`src/rtl/alu_ctrl_seq.sv`:
```
// alu_ctrl_seq: registered MIPS ALU control decoder with an iterative shift-add multiplier
module alu_ctrl_seq #(
  parameter int WIDTH = 32,
  parameter int BITS_PER_CYCLE = 1
) (
  input  logic             Clk,
  input  logic             Reset,
  input  logic             InValid,
  input  logic [5:0]       OpCode,
  input  logic [5:0]       Function,
  input  logic [WIDTH-1:0] A,
  input  logic [WIDTH-1:0] B,
  input  logic             Flush,
  output logic [3:0]       ALUControl,
  output logic             OutValid,
  output logic             IsMul,
  output logic [WIDTH-1:0] MulResult,
  output logic             Stall
);
  localparam int N = WIDTH / BITS_PER_CYCLE;
  localparam int CW = $clog2(N + 1);
  typedef enum logic [1:0] {IDLE, MUL_RUN, MUL_DONE} state_t;
  state_t state;
  logic [WIDTH-1:0] mcand, mplier, acc, acc_next;
  logic [CW-1:0] cnt;
  logic [3:0] dec;
  logic is_mul_op, accept;
  assign is_mul_op = OpCode == 6'b011100;
  assign accept = state != MUL_RUN && InValid && !Flush;
  assign Stall = state == MUL_RUN || (accept && is_mul_op);
  assign acc_next = acc + mcand * WIDTH'(mplier[BITS_PER_CYCLE-1:0]);
  always_comb begin
    dec = 4'd0;
    if (OpCode == 6'b000000)
      case (Function)
        6'b000000: dec = 4'd6;
        6'b000010: dec = 4'd7;
        6'b101010: dec = 4'd9;
        6'b100101: dec = 4'd3;
        6'b100111: dec = 4'd4;
        6'b100110: dec = 4'd5;
        6'b100010: dec = 4'd1;
        6'b100100: dec = 4'd2;
        default:   dec = 4'd0;
      endcase
    else
      case (OpCode)
        6'b011100: dec = 4'd8;
        6'b001100: dec = 4'd2;
        6'b001101: dec = 4'd3;
        6'b001110: dec = 4'd5;
        6'b001010: dec = 4'd9;
        default:   dec = 4'd0;
      endcase
  end
  always_ff @(posedge Clk) begin
    OutValid <= 1'b0;
    IsMul <= 1'b0;
    if (Reset) begin
      state <= IDLE;
      ALUControl <= '0;
      MulResult <= '0;
      mcand <= '0;
      mplier <= '0;
      acc <= '0;
      cnt <= '0;
    end else if (state == MUL_RUN) begin
      if (Flush)
        state <= IDLE;
      else begin
        acc <= acc_next;
        mcand <= mcand << BITS_PER_CYCLE;
        mplier <= mplier >> BITS_PER_CYCLE;
        cnt <= cnt - CW'(1);
        if (cnt == CW'(1)) begin
          state <= MUL_DONE;
          OutValid <= 1'b1;
          IsMul <= 1'b1;
          MulResult <= acc_next;
        end
      end
    end else begin
      state <= IDLE;
      if (accept) begin
        ALUControl <= dec;
        if (is_mul_op) begin
          state <= MUL_RUN;
          mcand <= A;
          mplier <= B;
          acc <= '0;
          cnt <= CW'(N);
        end else
          OutValid <= 1'b1;
      end
    end
  end
endmodule

```
`config.mk`:
```
export PLATFORM = sky130hd
export DESIGN_NAME = alu_ctrl_seq
export DESIGN_NICKNAME = d
export VERILOG_FILES = /design/src/rtl/alu_ctrl_seq.sv
export SDC_FILE = /design/constraint.sdc
export NUM_CORES = 1
export LEC_CHECK = 0
export ABC_AREA = 1
export CAP_MARGIN = 20
export CELL_PAD_IN_SITES_DETAIL_PLACEMENT = 1
export CELL_PAD_IN_SITES_GLOBAL_PLACEMENT = 1
export CORE_ASPECT_RATIO = 1.2
export CORE_MARGIN = 8
export CORE_UTILIZATION = 38
export DETAILED_ROUTE_END_ITERATION = 10
export PLACE_DENSITY_LB_ADDON = 0.1
export SLEW_MARGIN = 20
export SYNTH_ARGS = -nofsm -noshare
export SYNTH_HDL_FRONTEND = slang
export SYNTH_SLANG_ARGS = --single-unit
export TNS_END_PERCENT = 50
```
`constraint.sdc`:
```
create_clock -name Clk -period 2.7 [get_ports Clk]
set_clock_uncertainty 0.05 [all_clocks]
set_input_delay 0.81 -clock Clk [delete_from_list [all_inputs] [get_ports Clk]]
set_output_delay 0.81 -clock Clk [all_outputs]
set_load 0.005 [all_outputs]
```
; ---- After elaboration in Yosys (flattened, before gate mapping)
; Cells that the tools add are included.
[totals]
reg_bits = 142
output_inout_bits = 39
word_cells = 73
[classes]
add_sub_neg = 2
mul = 1
n_eq_ne = 17
mux = 29
bitwise_logic = 2
reduce_logical = 13
[op_table]
columns = op, count
row1 = $mux W32, 12
row2 = $eq A6 B6 Y1 const B, 6
row3 = $add A32 B32 Y32, 1
row4 = $mul A32 B1 Y32, 1
row5 = $pmux W4 S8, 1
row6 = $eq A6 B4 Y1 const B, 4
row7 = $mux W6, 4
row8 = $pmux W4 S5, 1
row9 = $logic_not A6 Y1, 2
row10 = $mux W1, 7
row11 = $eq A6 B1 Y1 const B, 1
row12 = $eq A6 B2 Y1 const B, 1
row13 = $eq A6 B5 Y1 const B, 1
row14 = $mux W2, 3
row15 = $reduce_and A3 Y1, 2
row16 = $sub A6 B1 Y6 const B, 1
row17 = $mux W4, 1
row18 = $reduce_bool A2 Y1, 2
row19 = $logic_and A1 B1 Y1, 3
row20 = $ne A3 B2 Y1 const B, 1
row21 = $eq A2 B1 Y1 const B, 1
row22 = $ne A2 B1 Y1 const B, 1
row23 = $ne A2 B2 Y1 const B, 1
row24 = $not A1 Y1, 2
row25 = 4 further kinds, 4

; ---- Logic depth before layout (Yosys ltp)
; Gate-level depths: netlist (run 1).
[depth]
ltp_word = 5
ltp_mapped = 18

; ---- Worst setup path after synthesis (run 1)
; OpenSTA, ideal clock, no wires.
[synth_timing]
kind = input -> output
from = input OpCode[1]
to = output Stall
arrival_ns = 1.588
path_slack_ns = 0.252
cell_stages = 6
n_path_buf = 1
cell_sequence = nor2_1 -> nand4_2 -> nor2_4 -> buf_2 -> inv_1 -> nand2_1
[synth_via]
elab_chain_len = 3
[synth_rtl]
columns = element, line
row1 = "start, declared", 9  ; input logic [5:0] OpCode,
row2 = $eq A6 B5 Y1, 28  ; assign is_mul_op = OpCode == 6'b011100;
row3 = $logic_and A1 B1 Y1, 30  ; assign Stall = state == MUL_RUN || (accept && is_mul_op);
row4 = $logic_or A1 B1 Y1, 30
row5 = "end, declared", 18  ; output logic Stall
; No other way between the ends.

; ---- Final worst setup path (run 1)
[layout_timing]
from = input OpCode[5]
to = output Stall
; Same word-level chain as after synthesis.

==> results of run 1 <==
[power groups by stage]
stage / logic (mW) / registers, mW / clock network (mW)
finish: 0.235 / 2.11 / 2.49
global route: 0.256 / 2.11 / 2.62
CTS: 0.238 / 2.11 / 2.54
global placement: 0.234 / 2.15 / 0
detailed placement: 0.236 / 2.15 / 0
floorplan: 0.0712 / 2.15 / 0
[metrics by stage]
step / TNS [ps] / instances / hold slack (ps)
6_report: 0 / 1756 / 417
5_1_grt: 0 / 1756 / 433
4_1_cts: 0 / 1756 / 420
3_5_place_dp: -11870 / 1722 / 408
3_3_place_gp: -7930 / 1722 / 401
2_1_floorplan: 0 / 1356 / 390
[layout make-up]
| class | count | area, um^2 | area share (%) |
|---|---|---|---|
| clock buffers | 17 | 425 | 4.02 |
| clock inverters | 15 | 195 | 1.84 |
| repair buffers | 151 | 1470 | 13.9 |
| inverters | 202 | 759 | 7.17 |
| flip-flops and latches | 142 | 2840 | 26.8 |
| multi-input cells | 955 | 4560 | 43.0 |
| well taps | 274 | 343 | 3.24 |
[routing by layer]
metal	share of wire (%)	up-vias	GRT usage, %
li1	-	4469	-
met1	46	4154	25.3
met2	49	119	35.9
met3	3.8	26	4.34
met4	1.5	0	5.97
met5	0	-	0
[cell families after synthesis]
logic type | synth area share [%]
AO/OA/AOI/OAI | 12.2
XOR/XNOR | 1.67
flip-flops | 33.8
AND/OR/NAND/NOR | 35.0
adder cells (fa/ha/maj) | 5.15
buffers and inverters | 12.2
[layout by cell type (no fill, tap or decap), types with 6 or more instances in the layout]
master                            Yosys  layout
sky130_fd_sc_hd__inv_2                6       7
sky130_fd_sc_hd__a21oi_1             64      64
sky130_fd_sc_hd__inv_1              194     193
sky130_fd_sc_hd__nor2_1             101     100
sky130_fd_sc_hd__a31oi_1             63      63
sky130_fd_sc_hd__dfxtp_1            142     142
sky130_fd_sc_hd__o21ai_1             24      24
sky130_fd_sc_hd__nand4_1              6       6
sky130_fd_sc_hd__clkbuf_16            0      17
sky130_fd_sc_hd__nand3_1             76      75
sky130_fd_sc_hd__clkdlybuf4s50_1      0     110
sky130_fd_sc_hd__nand2_1            513     513
sky130_fd_sc_hd__ha_1                33      33
sky130_fd_sc_hd__xor2_1              14      14
sky130_fd_sc_hd__o21ai_0             25      25
sky130_fd_sc_hd__buf_4                3      30
[sequential cells by signal, summed over array words and instances (netlist names)]
register	count
ALUControl	4
mplier	32
OutValid	1
MulResult	32
mcand	32
state	2
cnt	6
IsMul	1
acc	32
[critical path: cells and delay by family]
kind / cells / cell delay [ps]
buffers and inverters: 4 / 670
AND/OR/NAND/NOR: 3 / 270
[what timing repair did]
action	4_1_cts	5_1_grt
pin swaps	4	1
hold endpoints to repair	0	0
resized for setup	11	4
endpoints found under the setup margin	1	3
buffers inserted	2	0
[worst max path at each step]
| stage | start | depth (start not counted) | endpoint | slack, ps |
|---|---|---|---|---|
| 2_1_floorplan | OpCode[1] | 6 | Stall | 250 |
| 3_3_place_gp | OpCode[1] | 7 | Stall | -450 |
| 3_5_place_dp | OpCode[1] | 7 | Stall | -480 |
| 4_1_cts | OpCode[4] | 6 | Stall | 20 |
| 5_1_grt | InValid | 6 | Stall | 5 |
| 6_report | OpCode[5] | 7 | Stall | 90 |
==> impl_metrics.toml, run 1 <==
[status]
status = "completed"

[synth]
count_of_flip_flops_with_a_built_in_enable_after_synthesis = 0
postSynthAreaPerCell_um2 = 6.20
synthDominantCellAreaShare_pct = 33.8
post_synth_most_frequent_cells = "513 x sky130_fd_sc_hd__nand2_1, 194 x sky130_fd_sc_hd__inv_1, 142 x sky130_fd_sc_hd__dfxtp_1"
yosys_register_bits = 142
synth_flop_cell = "sky130_fd_sc_hd__dfxtp_1"
synthesis.area_um2 = 8410
ys_seq_area_share_pct = 33.8
synth.area.top_cells = "sky130_fd_sc_hd__dfxtp_1 34%, sky130_fd_sc_hd__nand2_1 23%, sky130_fd_sc_hd__inv_1 8.7%"
synthMostInstantiatedCell = "sky130_fd_sc_hd__nand2_1"
postSynth.asyncResetShare_pct = 0
synth_fp_nets = 1470
synthesis.yosys.warnings = 0
post_synth_inst_count = 1356
yosysTopAreaCell = "sky130_fd_sc_hd__dfxtp_1"
synth_cell_type_count = 36

[power_and_ir_drop]
power.share.combinational_pct = 4.9
sw_pwr_mw = 1.25
clock_power_share_pct = 51.5
switching_share_pct = 25.9
power_share_of_the_sequential_group_pct = 43.6
power_density_over_the_cells_nw_per_um2 = 456
fin_total_pwr_mw = 4.83
cell_internal_pwr_mw = 3.58
power_leakage_nw = 5.24
peakVddDrop_mv = 0.449

[routing]
detail_route.first_pass.iterations = 4
avgRoutedWirePerCell_um = 15.5
drtAntennaViolNets = 0
first_iter_violations = 338
drc = 0
wirelength_um = 27300
drt-vias-per-instance = 4.99
routed-via-count = 8768

[clock_network]
path_clk_slew_ps = 70
tritoncts = "built"
numClockSinks = 142
ctsLongestPathBuffers = 2
ctsHoldBuffers = 0
htreeDepth = 4
later_pin_clock_latency_in_the_skew_report_ps = 440
cts_inserted_buffers = 17
clockRootBuffer = "sky130_fd_sc_hd__clkbuf_16"

[critical_path]
cp_endpoint_kind = "primary output"
reg2reg_slack_ps = 220
timing.reg2reg.worst_path_depth = 15
critPathLaunchType = "input port"
crit_path_max_fanout = 2
critPathSlowestCell = "sky130_fd_sc_hd__clkdlybuf4s50_1"
reg_to_reg_critical_path_startpoint = "mplier[0]"
required_ps = 1840
critical_path.max_stage_delay_ps = 420
worst_ep_arrival_time_ps = 1750
crit_chain = "clkdlybuf4s50_1, inv_2, nand4_4, nor2_4, inv_1, nand2_1, buf_2"
critical_setup_path_class = "in -> out"
rr_endpoint = "MulResult[16]"

[worst_hold_path]
hold_path.startpoint = "MulResult[2]"
worstHoldPathCells = 2
worstHoldEndpoint = "MulResult[2]"
hp-class = "reg -> reg"

[die]
coreArea_um2 = 21700
floorplan.die.width_um = 152
floorplan.initialDensity_pct = 38.7
die_h_um = 179
core.rowCount = 59
design.die.area_um2 = 27200
num_io_pins = 119

[sta]
clock.fmax_mhz = 382
worst_slack_ps = 85.5
setup_viol = 0
finalWorstPathRequiredPeriod_ps = 2610
setup_repair_after_global_routing_missed_its_margin = "no"
hold_violations = 0
min_period_over_period_pct = 96.8
tightestPinTransition_ps = 503
max_slew_margin_pct = 66.4
final_max_slew_viol_count = 0

[cells_and_area]
finish.instance_area_um2 = 10600
antenna_cells = 0
finalCoreUtilization_pct = 48.8
area.growth.synth_to_final_pct = 26.0
nFillCells = 2914
fraction_of_final_layout_cells_sized_beyond_drive_strength_1_pct = 5.94
fin_nets = 1583

[global_route]
number_of_global_route_vias_before_repair = 9236
first_pass_grt_wire_length_um = 45000
globalRouteTotalUtil_pct = 20.7
congestion_overflow_gr = 0
grt_start_max_net_pins = 101
number_of_antenna_violations_at_the_first_check_in_global_routing = 0

[placement]
placement.io_buffers = 118
place.gp.congestion = 0.857
postPlaceCellArea_um2 = 9950
worst_slack_at_placement_ps = -476
dp_hpwl_um = 20500

[flow_run]
drv_cap = 0
No activity file was read; power rests on OpenSTA's default activity.
==> inputs of run 2 (changes only) <==
==> constraint.sdc (replaced) <==
create_clock -name Clk -period 2.7 [get_ports Clk]
set_clock_uncertainty 0.05 [all_clocks]
set_input_delay 0.81 -clock Clk [delete_from_list [all_inputs] [get_ports Clk]]
set_output_delay 0.81 -clock Clk [all_outputs]
set_load 0.02 [all_outputs]
==> run 2 against run 1 <==
  * Die area did not move
  * Sequential power about the same
  * Sequential cell count did not move
  * Design area is the same
  * Sequential share of layout area unchanged
  * First-iteration DRC count is 25% higher
  * Count of clock-buffer cells in the layout did not move
  * Combinational power increased by 3%
  * Hold slack improved by 0.60 ps
  * Final cell count hardly changed
  * Clock power is 4% lower
  * Critical path depth is the same
  * Largest cell class unchanged
==> impl_metrics.toml, run 2 (synthesis gave the netlist of run 1 again) <==
[status]
status = "completed"

[cells_and_area]
area.growth.synth_to_final_pct = 26.0
finish.instance_area_um2 = 10600
antenna_cells = 0
fin_nets = 1584
finalNonFillerCells = 1757
finalCoreUtilization_pct = 48.8
most_used_cells_in_the_layout_excluding_fill_and_tap_cells = "512 x sky130_fd_sc_hd__nand2_1, 192 x sky130_fd_sc_hd__inv_1, 142 x sky130_fd_sc_hd__dfxtp_1"
leading_cell_type_in_the_layout_fill_and_taps_excluded = "sky130_fd_sc_hd__nand2_1"
fraction_of_final_layout_cells_sized_beyond_drive_strength_1_pct = 6.27
nFillCells = 2930

[sta]
min_period_over_period_pct = 96.7
tightestPinTransition_ps = 533
max_slew_margin_pct = 64.5
clock.fmax_mhz = 383
hold-worst-slack_ps = 418
finalWorstPathRequiredPeriod_ps = 2610
final_max_slew_viol_count = 0
setup_viol = 0
hold_violations = 0
timing.setup.tns_ps = 0
setup_repair_after_global_routing_missed_its_margin = "no"
worst_slack_ps = 88.8

[critical_path]
critPathLaunchType = "input port"
worst_path_most_repeated_cell = "sky130_fd_sc_hd__inv_2"
worst_ep_arrival_time_ps = 1750
timing.reg2reg.worst_path_depth = 15
rr_endpoint = "acc[16]"
reg2reg_slack_ps = 170
critical_setup_path_class = "in -> out"
reg_to_reg_critical_path_startpoint = "mplier[0]"
critPathSlowestCell = "sky130_fd_sc_hd__clkdlybuf4s50_1"
critical_path.max_stage_delay_ps = 410
required_ps = 1840
cp_endpoint_kind = "primary output"
crit_path_max_fanout = 2
crit_chain = "clkdlybuf4s50_1, inv_2, nand4_4, nor2_4, inv_2, nand2_2, buf_6"

[routing]
drtAntennaViolNets = 0
drt-vias-per-instance = 4.99
detail_route.first_pass.iterations = 4
wirelength_um = 27400
avgRoutedWirePerCell_um = 15.6
drc = 0
routed-via-count = 8775
first_iter_violations = 423

[clock_network]
path_clk_slew_ps = 70
tritoncts = "built"
later_pin_clock_latency_in_the_skew_report_ps = 430
htreeDepth = 4
cts_inserted_buffers = 17
ctsLongestPathBuffers = 2
numClockSinks = 142
ctsHoldBuffers = 0
clockRootBuffer = "sky130_fd_sc_hd__clkbuf_16"

[placement]
worst_slack_at_placement_ps = -535
place.gp.congestion = 0.871
numPlacedInstances = 1722
postPlaceCellArea_um2 = 9960
placement.io_buffers = 118
dp_hpwl_um = 20600

[power_and_ir_drop]
power_leakage_nw = 5.21
power_density_over_the_cells_nw_per_um2 = 446
peakVddDrop_mv = 0.410
fin_total_pwr_mw = 4.72

[worst_hold_path]
worstHoldPathCells = 2
hp-class = "reg -> reg"
worstHoldEndpoint = "acc[2]"
hold_path.startpoint = "acc[2]"

[die]
num_io_pins = 119
coreArea_um2 = 21700
core.rowCount = 59
design.die.area_um2 = 27200
floorplan.initialDensity_pct = 38.7
die_h_um = 179
floorplan.die.width_um = 152

[global_route]
grt_start_max_net_pins = 101
globalRouteTotalUtil_pct = 20.9
number_of_global_route_vias_before_repair = 9288
number_of_antenna_violations_at_the_first_check_in_global_routing = 1
congestion_overflow_gr = 0
first_pass_grt_wire_length_um = 45100

[flow_run]
drv_cap = 0
## run 2: layer usage
layer,track usage [%],vias up,part of all wire (%)
met5,0,-,0.047
met4,5.15,2,1.2
met3,4.70,23,4.7
met2,37.4,133,50
met1,24.6,4137,44
li1,-,4480,-
## run 2: area by class of cell
type	count	area (um^2)	share of cell area, %
Timing Repair Buffer	152	1490	14.1
Clock buffer	17	425	4.02
Sequential cell	142	2840	26.8
Clock inverter	15	166	1.57
Tap cell	274	343	3.24
Inverter	202	759	7.17
Multi-Input combinational cell	955	4570	43.1
## run 2: worst max-delay path, delay by kind of cell
kind	cells	cell delay [ps]
simple gates	3	290
buf+inv	4	650
## run 2: how the worst max path moves through the flow
stage                    from       endpoint  depth (start not counted)
floorplan           OpCode[1]          Stall                          6
global placement    OpCode[1]          Stall                          7
detailed placement  OpCode[1]          Stall                          7
CTS                 OpCode[5]          Stall                          7
global route        mplier[0]  MulResult[24]                         16
finish              OpCode[5]          Stall                          7
## run 2: timing repair
item / in CTS / in global routing
endpoints found under the setup margin: 1 / 5
pin swaps: 4 / 2
resized for setup: 14 / 6
setup buffers: 3 / 0
## run 2: power by group
| group | switching (mW) | internal (mW) |
|---|---|---|
| clock network | 1.13 | 1.25 |
| logic | 0.104 | 0.136 |
| registers | 0.00512 | 2.10 |
| total | 1.24 | 3.48 |
==> inputs of run 3 (changes only) <==
--- a/config.mk
+++ b/config.mk
@@ -5,13 +5,13 @@
 export SDC_FILE = /design/constraint.sdc
 export NUM_CORES = 1
 export LEC_CHECK = 0
-export ABC_AREA = 1
 export CAP_MARGIN = 20
 export CELL_PAD_IN_SITES_DETAIL_PLACEMENT = 1
 export CELL_PAD_IN_SITES_GLOBAL_PLACEMENT = 1
 export CORE_ASPECT_RATIO = 1.2
 export CORE_MARGIN = 8
-export CORE_UTILIZATION = 38
+export CORE_UTILIZATION = 40
+export CTS_CLUSTER_SIZE = 25
 export DETAILED_ROUTE_END_ITERATION = 10
 export PLACE_DENSITY_LB_ADDON = 0.1
 export SLEW_MARGIN = 20
==> run 3 against run 2 <==
  * The flow now finishes with violations (setup timing)
  * Utilization is 13 points higher
  * Fmax is 13% lower
  * First-iteration DRC count is 2.8% higher
  * Combinational power barely moved
  * Register-to-register slack got worse by 490 ps
  * Area after synthesis down 9.9%
  * Die area fell by 13%
  * Final cell count down 19%
  * Critical path depth rose by 5
  * Wire length rose by 8.2%
==> impl_metrics.toml, run 3 <==
[status]
status = "finished, violations left"
failing_checks = "setup timing"

[routing]
drt-vias-per-instance = 5.63
detail_route.first_pass.iterations = 5
drtAntennaViolNets = 0
drc = 0
routed-via-count = 8029
wirelength_um = 29600
first_iter_violations = 435
avgRoutedWirePerCell_um = 20.8

[worst_hold_path]
worstHoldPathCells = 2
worstHoldEndpoint = "acc[30]"
hold_path.startpoint = "acc[30]"
hp-class = "reg -> reg"

[power_and_ir_drop]
peakVddDrop_mv = 0.435
cell_internal_pwr_mw = 3.86
power.share.combinational_pct = 4.9
switching_share_pct = 21.4
power_share_of_the_sequential_group_pct = 42.8
fin_total_pwr_mw = 4.91
power_leakage_nw = 4.65
power_density_over_the_cells_nw_per_um2 = 427
sw_pwr_mw = 1.05
clock_power_share_pct = 52.3

[clock_network]
numClockSinks = 142
cts_inserted_buffers = 17
path_clk_slew_ps = 60
tritoncts = "built"
ctsLongestPathBuffers = 2
ctsHoldBuffers = 0
later_pin_clock_latency_in_the_skew_report_ps = 440
htreeDepth = 4
clockRootBuffer = "sky130_fd_sc_hd__clkbuf_16"

[synth]
synth_fp_nets = 1041
count_of_flip_flops_with_a_built_in_enable_after_synthesis = 0
synthMostInstantiatedCell = "sky130_fd_sc_hd__dfxtp_1"
synthesis.yosys.warnings = 0
postSynthAreaPerCell_um2 = 8.17
post_synth_inst_count = 927
yosys_register_bits = 142
synth.area.top_cells = "sky130_fd_sc_hd__dfxtp_1 38%, sky130_fd_sc_hd__a21oi_1 6.9%, sky130_fd_sc_hd__nand2_1 6.0%"
postSynth.asyncResetShare_pct = 0
yosysTopAreaCell = "sky130_fd_sc_hd__dfxtp_1"
post_synth_most_frequent_cells = "142 x sky130_fd_sc_hd__dfxtp_1, 121 x sky130_fd_sc_hd__nand2_1, 104 x sky130_fd_sc_hd__a21oi_1"
synth_flop_cell = "sky130_fd_sc_hd__dfxtp_1"
synthesis.area_um2 = 7570
synthDominantCellAreaShare_pct = 37.5
synth_cell_type_count = 62
ys_seq_area_share_pct = 37.5

[global_route]
grt_start_max_net_pins = 51
number_of_global_route_vias_before_repair = 8485
number_of_antenna_violations_at_the_first_check_in_global_routing = 0
first_pass_grt_wire_length_um = 43800
globalRouteTotalUtil_pct = 22.9
congestion_overflow_gr = 0

[flow_run]
drv_cap = 0

[critical_path]
worst_ep_arrival_time_ps = 3330
required_ps = 3010
reg2reg_slack_ps = -320
critPathLaunchType = "register"
crit_path_max_fanout = 8
cp_endpoint_kind = "register"
critical_setup_path_class = "reg -> reg"
timing.reg2reg.worst_path_depth = 12
rr_endpoint = "MulResult[12]"
reg_to_reg_critical_path_startpoint = "mplier[0]"

[cells_and_area]
nFillCells = 2144
fin_nets = 1272
antenna_cells = 0
area.growth.synth_to_final_pct = 51.9
leading_cell_type_in_the_layout_fill_and_taps_excluded = "sky130_fd_sc_hd__buf_4"
fraction_of_final_layout_cells_sized_beyond_drive_strength_1_pct = 25.4
most_used_cells_in_the_layout_excluding_fill_and_tap_cells = "145 x sky130_fd_sc_hd__buf_4, 141 x sky130_fd_sc_hd__dfxtp_1, 118 x sky130_fd_sc_hd__nand2_1"
finalNonFillerCells = 1427
finalCoreUtilization_pct = 61.4

[die]
design.die.area_um2 = 23600
core.rowCount = 55
die_h_um = 167
num_io_pins = 119
coreArea_um2 = 18700
floorplan.initialDensity_pct = 40.4
floorplan.die.width_um = 142

[placement]
placement.io_buffers = 118
place.gp.congestion = 0.866
numPlacedInstances = 1362
dp_hpwl_um = 17800

[sta]
worst_slack_ps = -318
finalWorstPathRequiredPeriod_ps = 3020
clock.fmax_mhz = 331
final_max_slew_viol_count = 0
setup_repair_after_global_routing_missed_its_margin = "yes"
max_slew_margin_pct = 60.4
hold_violations = 0
hold-worst-slack_ps = 402
min_period_over_period_pct = 112
setup_viol = 38
tightestPinTransition_ps = 594
## run 3: layout make-up
type                       instances  area, um^2  share of cell area [%]
multi-input combinational        704        5130                    44.6
tap                              256         320                    2.79
inverter                          14        52.6                   0.457
clock inverter                    10         160                    1.39
clock buffer                      22         474                    4.12
sequential                       142        2850                    24.8
timing repair buffer             279        2520                    21.9
## run 3: power groups by stage
stage | sequential, mW | combinational [mW] | clock (mW)
2_1_floorplan | 2.15 | 0.0695 | 0
5_1_grt | 2.10 | 0.259 | 2.67
4_1_cts | 2.10 | 0.239 | 2.60
3_5_place_dp | 2.15 | 0.237 | 0
6_report | 2.10 | 0.240 | 2.57
3_3_place_gp | 2.15 | 0.235 | 0
## run 3: per-stage QoR
| step | setup TNS (ps) | cell area (um^2) | worst slack, ps |
|---|---|---|---|
| finish | -5160 | 11500 | -318 |
| global route | -7820 | 11500 | -406 |
| CTS | -3680 | 10900 | -210 |
| detailed placement | -15330 | 9880 | -740 |
| global placement | -11630 | 9880 | -732 |
| floorplan | -185 | 7630 | -98.8 |
## run 3: what timing repair did
| action | in CTS | in global routing |
|---|---|---|
| gates cloned | 1 | 0 |
| pin swaps | 29 | 44 |
| setup buffers | 14 | 21 |
| resized for setup | 57 | 75 |
| endpoints found under the setup margin | 38 | 44 |
## run 3: layer usage
metal	up-vias	share of wire, %	track usage, %
met5	-	0	0
met4	0	2.9	8.89
met3	59	4.7	5.09
met1	3984	42	26.6
met2	192	50	40.1
li1	3794	-	-
## run 3: cell families (layout without fill, tap and decap cells)
| kind of cell | count (synthesis) | in the layout | share of synthesized area, % |
|---|---|---|---|
| AO/OA/AOI/OAI | 285 | 285 | 24.9 |
| XOR/XNOR | 32 | 32 | 3.70 |
| adder cells (fa/ha/maj) | 34 | 34 | 5.72 |
| buffers and inverters | 81 | 325 | 4.25 |
| flip-flops | 142 | 142 | 37.5 |
| multiplexers | 29 | 29 | 3.83 |
| AND/OR/NAND/NOR | 324 | 324 | 20.1 |
## run 3: worst max path at each step
| stage | startpoint | end | slack [ps] | depth (start not counted) |
|---|---|---|---|---|
| floorplan | mplier[0] | MulResult[30] | -100 | 12 |
| global placement | OpCode[4] | Stall | -730 | 6 |
| detailed placement | OpCode[4] | Stall | -740 | 6 |
| CTS | mplier[0] | MulResult[30] | -210 | 11 |
| global route | mplier[0] | MulResult[12] | -410 | 12 |
| finish | mplier[0] | MulResult[12] | -320 | 12 |
## run 3: critical path, cell delays in order (launching register included)
cell	delay (ps)
sky130_fd_sc_hd__dfxtp_4	400
sky130_fd_sc_hd__and2_4	170
sky130_fd_sc_hd__ha_4	160
sky130_fd_sc_hd__fa_2	340
sky130_fd_sc_hd__a21o_1	200
sky130_fd_sc_hd__a221o_2	420
sky130_fd_sc_hd__buf_4	180
sky130_fd_sc_hd__a21boi_4	210
sky130_fd_sc_hd__o221ai_2	150
sky130_fd_sc_hd__a21oi_2	210
sky130_fd_sc_hd__xnor2_2	170
sky130_fd_sc_hd__nand2_1	130
sky130_fd_sc_hd__a21oi_2	150
==> RTL change 1: new RTL, settings of run 1 <==
`WIDTH`: 32 -> 16.
--- a/src/rtl/alu_ctrl_seq.sv
+++ b/src/rtl/alu_ctrl_seq.sv
@@ -1,6 +1,6 @@
 // alu_ctrl_seq: registered MIPS ALU control decoder with an iterative shift-add multiplier
 module alu_ctrl_seq #(
-  parameter int WIDTH = 32,
+  parameter int WIDTH = 16,
   parameter int BITS_PER_CYCLE = 1
 ) (
   input  logic             Clk,
Interface: changed (resized A, B and MulResult); port bits go from 119 to 71. The function was not compared with the original's and may differ.
==> RTL change 1 against run 1 <==
Die area fell by 45%. Design area fell by 48%. Clock power fell by 53%. Combinational power fell by 29%. Final cell count fell by 51%. Sequential cell count fell by 65. Wire length fell by 52%. Hold slack improved by 0.0029 ns. Synthesized cell count fell by 52%. Area after synthesis fell by 49%. Setup slack improved by 0.044 ns. Total power fell by 48%. Non-clock buffer count fell by 56. Highest routed layer unchanged.
==> RTL change 1: results (changes against run 1) <==
- Run status: complete, no violations
- Avg WL per Cell: 15.0 um (-3.4%)
- Number of antenna cells inserted: 0 (unchanged)
- Layout cells sized above 1: 7.74% (+1.8 points)
- Routed length on met3: 337 um (-67%)
- Placed wire-length estimate after detailed placement: 9790 um (-52%)
- Number of H-tree levels: 3 (-1)
- Avg Inst Size Synth: 6.52 um^2 (+5.1%)
- Clock insertion delay at the later pin of the skew report: 0.34 ns (-0.10 ns)
- Warnings from Yosys: 0 (unchanged)
- Global Route met2 Usage: 33.5% (-2.3 points)
- Number of buffers inserted during clock tree synthesis: 9 (-8)
- GRT met3 Usage: 2.66% (-1.7 points)
- Portion of the post-synthesis area used by sequential elements: 36.2% (+2.4 points)
- Transition at the pin with the smallest max-transition slack: 0.440 ns (-0.0635 ns)
- Most frequent cells after synthesis: 221 x sky130_fd_sc_hd__nand2_1, 84 x sky130_fd_sc_hd__inv_1, 77 x sky130_fd_sc_hd__dfxtp_1, 46 x sky130_fd_sc_hd__nor2_1, 33 x sky130_fd_sc_hd__a21oi_1
- VDD IR-drop max: 0.000259 V (-42%)
- Top FF cell, synth: sky130_fd_sc_hd__dfxtp_1
- Avg Vias per Cell: 4.99 (about the same)
- Total gr overflow: 0 (unchanged)
- Initial detailed-routing violation count: 149 (-56%)
- Via count of the first global-routing pass: 4,632 (-50%)
- First-pass GRT wire length: 22,000 um (-51%)
- Detailed Route WL: 13,000 um (-52%)
- Number of cells in the design after placement: 849 (-51%)
- Post-placement setup slack: -0.509 ns (-0.0331 ns)
- Final weighted congestion in routability-driven placement: 0.814 (-5.0%)
- Met1 Routed Length: 5540 um (-56%)
- Post-layout nets: 798 (-50%)
- Dominant cells by area after synthesis: sky130_fd_sc_hd__dfxtp_1 36%, sky130_fd_sc_hd__nand2_1 19%, sky130_fd_sc_hd__inv_1 7.4%, sky130_fd_sc_hd__ha_1 5.0%, sky130_fd_sc_hd__a31oi_1 4.7%
- Met2 Wirelength: 6950 um (-48%)
- Pleak: 2.75 nW (-48%)
- Net Count, Synth: 720 (-51%)
- All-layer global routing usage: 17.9% (-2.8 points)
- Met1 Usage GRT: 19.7% (-5.6 points)
- Input/output buffers: 70 (-41%)
- Arrival time at the worst endpoint: 1.71 ns (-0.04 ns)
- Number of detailed-route iterations in the first pass: 4 (unchanged)
- Internal power: 0.00194 W (-46%)
- Type of the worst min-delay path: reg -> reg
- Cell area reported after detailed placement: 5180 um^2 (-48%)
- Largest net degree at the start of global routing: 42 (-58%)
- Largest fanout on the critical path: 2 (unchanged)
- Count of unique library cells instantiated by Yosys: 31 (-14%)
==> RTL change 1: cell types whose count changed after synthesis, sizes merged, moves of 5 or more <==
cell	run 1	this run
nand2	514	222
inv	200	90
dfxtp	142	77
nor2	106	50
nand3	77	32
a21oi	64	33
a31oi	63	32
buf	34	13
ha	33	17
clkbuf	23	15
o21ai	49	44
==> RTL change 1: tightest hold or removal path, delay by kind of cell, from the launching register on <==
kind / cells / cell delay [ns]
AND/OR/NAND/NOR: 1 / 0.06
AO/OA/AOI/OAI: 1 / 0.05
flip-flops: 1 / 0.31
==> RTL change 1: cells by family after synthesis <==
kind of cell	Yosys count	share of synthesized area, %
adders and majority gates	18	5.46
buffers and inverters	118	11.2
and+or+nand+nor	318	30.6
AOI/OAI and AO/OA	113	14.5
DFF	77	36.2
xor gates and xnor gates	10	2.06
==> RTL change 1: path summary, 6_finish.rpt <==
check	from	end	slack [ns]	cells past startpoint
setup / recovery	Flush	Stall	0.13	7
hold / removal	mplier[15]	mplier[15]	0.42	2
setup reg to reg	mplier[0]	MulResult[12]	0.44	15
hold reg to reg	mplier[15]	mplier[15]	0.42	2
==> RTL change 1: what timing repair did <==
action,CTS,global route
setup buffers,2,2
gates resized for setup,13,2
pin swaps,5,3
setup endpoints to repair,1,1
==> RTL change 1: power by group through the flow <==
stage               clock network, W  logic [W]  registers [W]
floorplan                          0  0.0000520        0.00117
global placement                   0   0.000160        0.00117
detailed placement                 0   0.000166        0.00117
CTS                          0.00121   0.000167        0.00115
global route                 0.00125   0.000180        0.00115
finish                       0.00118   0.000166        0.00115
==> RTL change 1: final cells by class <==
type                            count  area, um^2
Clock buffer                       10         229
Timing Repair Buffer               95         921
Clock inverter                      5        52.6
Sequential cell                    77        1540
Tap cell                          132         165
Multi-Input combinational cell    459        2260
Inverter                           90         340
Fill cell                        1443        5470
==> RTL change 2: new RTL, flow settings as in run 1 <==
Made on the original files. Re-encode `state_t` (3 states) as one-hot, 3 bits wide.
--- a/src/rtl/alu_ctrl_seq.sv
+++ b/src/rtl/alu_ctrl_seq.sv
@@ -19,7 +19,7 @@
 );
   localparam int N = WIDTH / BITS_PER_CYCLE;
   localparam int CW = $clog2(N + 1);
-  typedef enum logic [1:0] {IDLE, MUL_RUN, MUL_DONE} state_t;
+  typedef enum logic [2:0] {IDLE = 3'b001, MUL_RUN = 3'b010, MUL_DONE = 3'b100} state_t;
   state_t state;
   logic [WIDTH-1:0] mcand, mplier, acc, acc_next;
   logic [CW-1:0] cnt;
Function: same outputs for any inputs over 10 cycles, from zero or initial values and one cycle with Reset high; not proved beyond that.
==> RTL change 2 against run 1 <==
Wire length is 0.40% lower. Maximum frequency is 0.12% higher. Area after synthesis is 0.12% higher. Total power is 2.5% higher. Setup slack better by 0.0031 ns. Combinational power is 5% lower. Sequential cell count is 1 higher. Design area is 0.86% higher. Largest cell class unchanged.
==> RTL change 2: results (changes against run 1) <==
- Register clock-pin slew on the reported worst setup and hold paths: 0.06 ns
- Post-placement setup slack: -0.513 ns (-0.0370 ns)
- Input/output buffers: 118 (unchanged)
- Headroom to the max-slew limit: 67.1% (+0.63 points)
- Count of unique library cells instantiated by Yosys: 33 (-8.3%)
- Largest net degree at the start of global routing: 100 (-0.99%)
- All-layer global routing usage: 20.2% (-0.53 points)
- Portion of the post-synthesis area used by sequential elements: 34.0% (+0.20 points)
- Most frequent cells after synthesis: 512 x sky130_fd_sc_hd__nand2_1, 200 x sky130_fd_sc_hd__inv_1, 143 x sky130_fd_sc_hd__dfxtp_1, 98 x sky130_fd_sc_hd__nor2_1, 78 x sky130_fd_sc_hd__nand3_1
- Avg Vias per Cell: 4.96 (-0.67%)
- Filler Cells Inserted: 2,952 (+1.3%)
- Arrival time at the worst endpoint: 1.75 ns (about the same)
- Number of detailed-route iterations in the first pass: 5 (+1)
- Placed wire-length estimate after detailed placement: 19,900 um (-2.8%)
- Run status: complete, no violations
- Final weighted congestion in routability-driven placement: 0.848 (-1.1%)
- Antenna violations before repair: 2 (+2)
- Initial detailed-routing violation count: 362 (+7.1%)
- Type of the worst min-delay path: reg -> reg
- Clock insertion delay at the later pin of the skew report: 0.43 ns
- Post-synth ARST share: 0% (unchanged)
- Net Count, Synth: 1,475 (+0.34%)
- Number of buffers inserted during clock tree synthesis: 17 (unchanged)
- Layout cells sized above 1: 5.98% (+0.039 points)
- Number of H-tree levels: 4 (unchanged)
- CTS root buffer: sky130_fd_sc_hd__clkbuf_16
- Detailed Route WL: 27,200 um (-0.40%)
- Fin Setup TNS: 0 ns (unchanged)
- Dominant cells by area after synthesis: sky130_fd_sc_hd__dfxtp_1 34%, sky130_fd_sc_hd__nand2_1 23%, sky130_fd_sc_hd__inv_1 8.9%, sky130_fd_sc_hd__ha_1 4.9%, sky130_fd_sc_hd__a31oi_1 4.7%
- Via count of the first global-routing pass: 9,101 (-1.5%)
- Post-layout nets: 1,590 (+0.44%)
- Number of antenna cells inserted: 0 (unchanged)
- VDD IR-drop max: 0.000423 V (-5.8%)
- Largest fanout on the critical path: 2 (unchanged)
- First-pass GRT wire length: 45,100 um (+0.29%)
- Warnings from Yosys: 0 (unchanged)
- Pleak: 5.33 nW (+1.6%)
- Max Buffers Root-to-Sink: 2 (unchanged)
-- RTL change 2: cell count changes in the layout (fill, tap and decap cells not counted), moves of 3 or more --
cell / before / now
sky130_fd_sc_hd__nor2_1: 100 / 97
sky130_fd_sc_hd__o21ai_0: 25 / 41
sky130_fd_sc_hd__o21ai_1: 24 / 9
sky130_fd_sc_hd__inv_1: 193 / 199
sky130_fd_sc_hd__clkinv_8: 4 / 1
sky130_fd_sc_hd__buf_12: 4 / 7
-- RTL change 2: final cells by class --
type / count / area share [%]
clock buffers: 17 / 3.98
clock inverters: 15 / 2.01
inverters: 204 / 7.17
multi-input cells: 956 / 42.5
flip-flops and latches: 143 / 26.8
well taps: 274 / 3.21
repair buffers: 154 / 14.4
-- RTL change 2: worst max-delay path: stages --
cell	delay [ns]
sky130_fd_sc_hd__dlygate4sd2_1	0.26
sky130_fd_sc_hd__nor2_2	0.14
sky130_fd_sc_hd__nand4_1	0.14
sky130_fd_sc_hd__nor2_2	0.18
sky130_fd_sc_hd__inv_2	0.06
sky130_fd_sc_hd__nand2_1	0.05
sky130_fd_sc_hd__buf_2	0.11
-- RTL change 2: per-layer routing --
layer	share of wire [%]	global-route usage [%]
met3	3.9	4.61
met4	1.8	5.95
met5	0.099	0
met1	44	23.0
met2	50	37.1
-- RTL change 2: through the flow --
stage	std cells	util (%)	cell area, um^2
final	1763	49.2	10700
after global routing	1763	49.2	10700
after CTS	1762	49.1	10700
after detailed placement	1720	45.8	9950
after global placement	1720	45.8	9950
after floorplan	1361	-	8420
-- RTL change 2: final timing paths --
check	from	to	slack [ns]	cells past startpoint
setup / recovery	OpCode[0]	Stall	0.09	7
hold / removal	acc[27]	acc[27]	0.42	2
setup reg to reg	mplier[0]	MulResult[26]	0.18	15
hold reg to reg	acc[27]	acc[27]	0.42	2
-- RTL change 2: where the power goes --
group,switching [W],internal (W)
Combinational,0.0000907,0.000133
Sequential,0.00000445,0.00212
Clock,0.00110,0.00151
-- RTL change 2: what timing repair did --
action	4_1_cts	5_1_grt
buffers inserted	10	1
pin swaps	4	2
hold buffers	0	0
gates resized for setup	8	7
setup endpoints to repair	1	9
-- RTL change 2: cell families (layout without fill, tap and decap cells) --
group                      count (synthesis)  count (layout)  synth area share, %
AOI/OAI and AO/OA                        186             186                 12.3
DFF                                      143             143                 34.0
xor gates and xnor gates                  18              18                 1.87
buffers and inverters                    262             390                 12.2
and+or+nand+nor                          718             718                 34.5
adders and majority gates                 34              34                 5.14
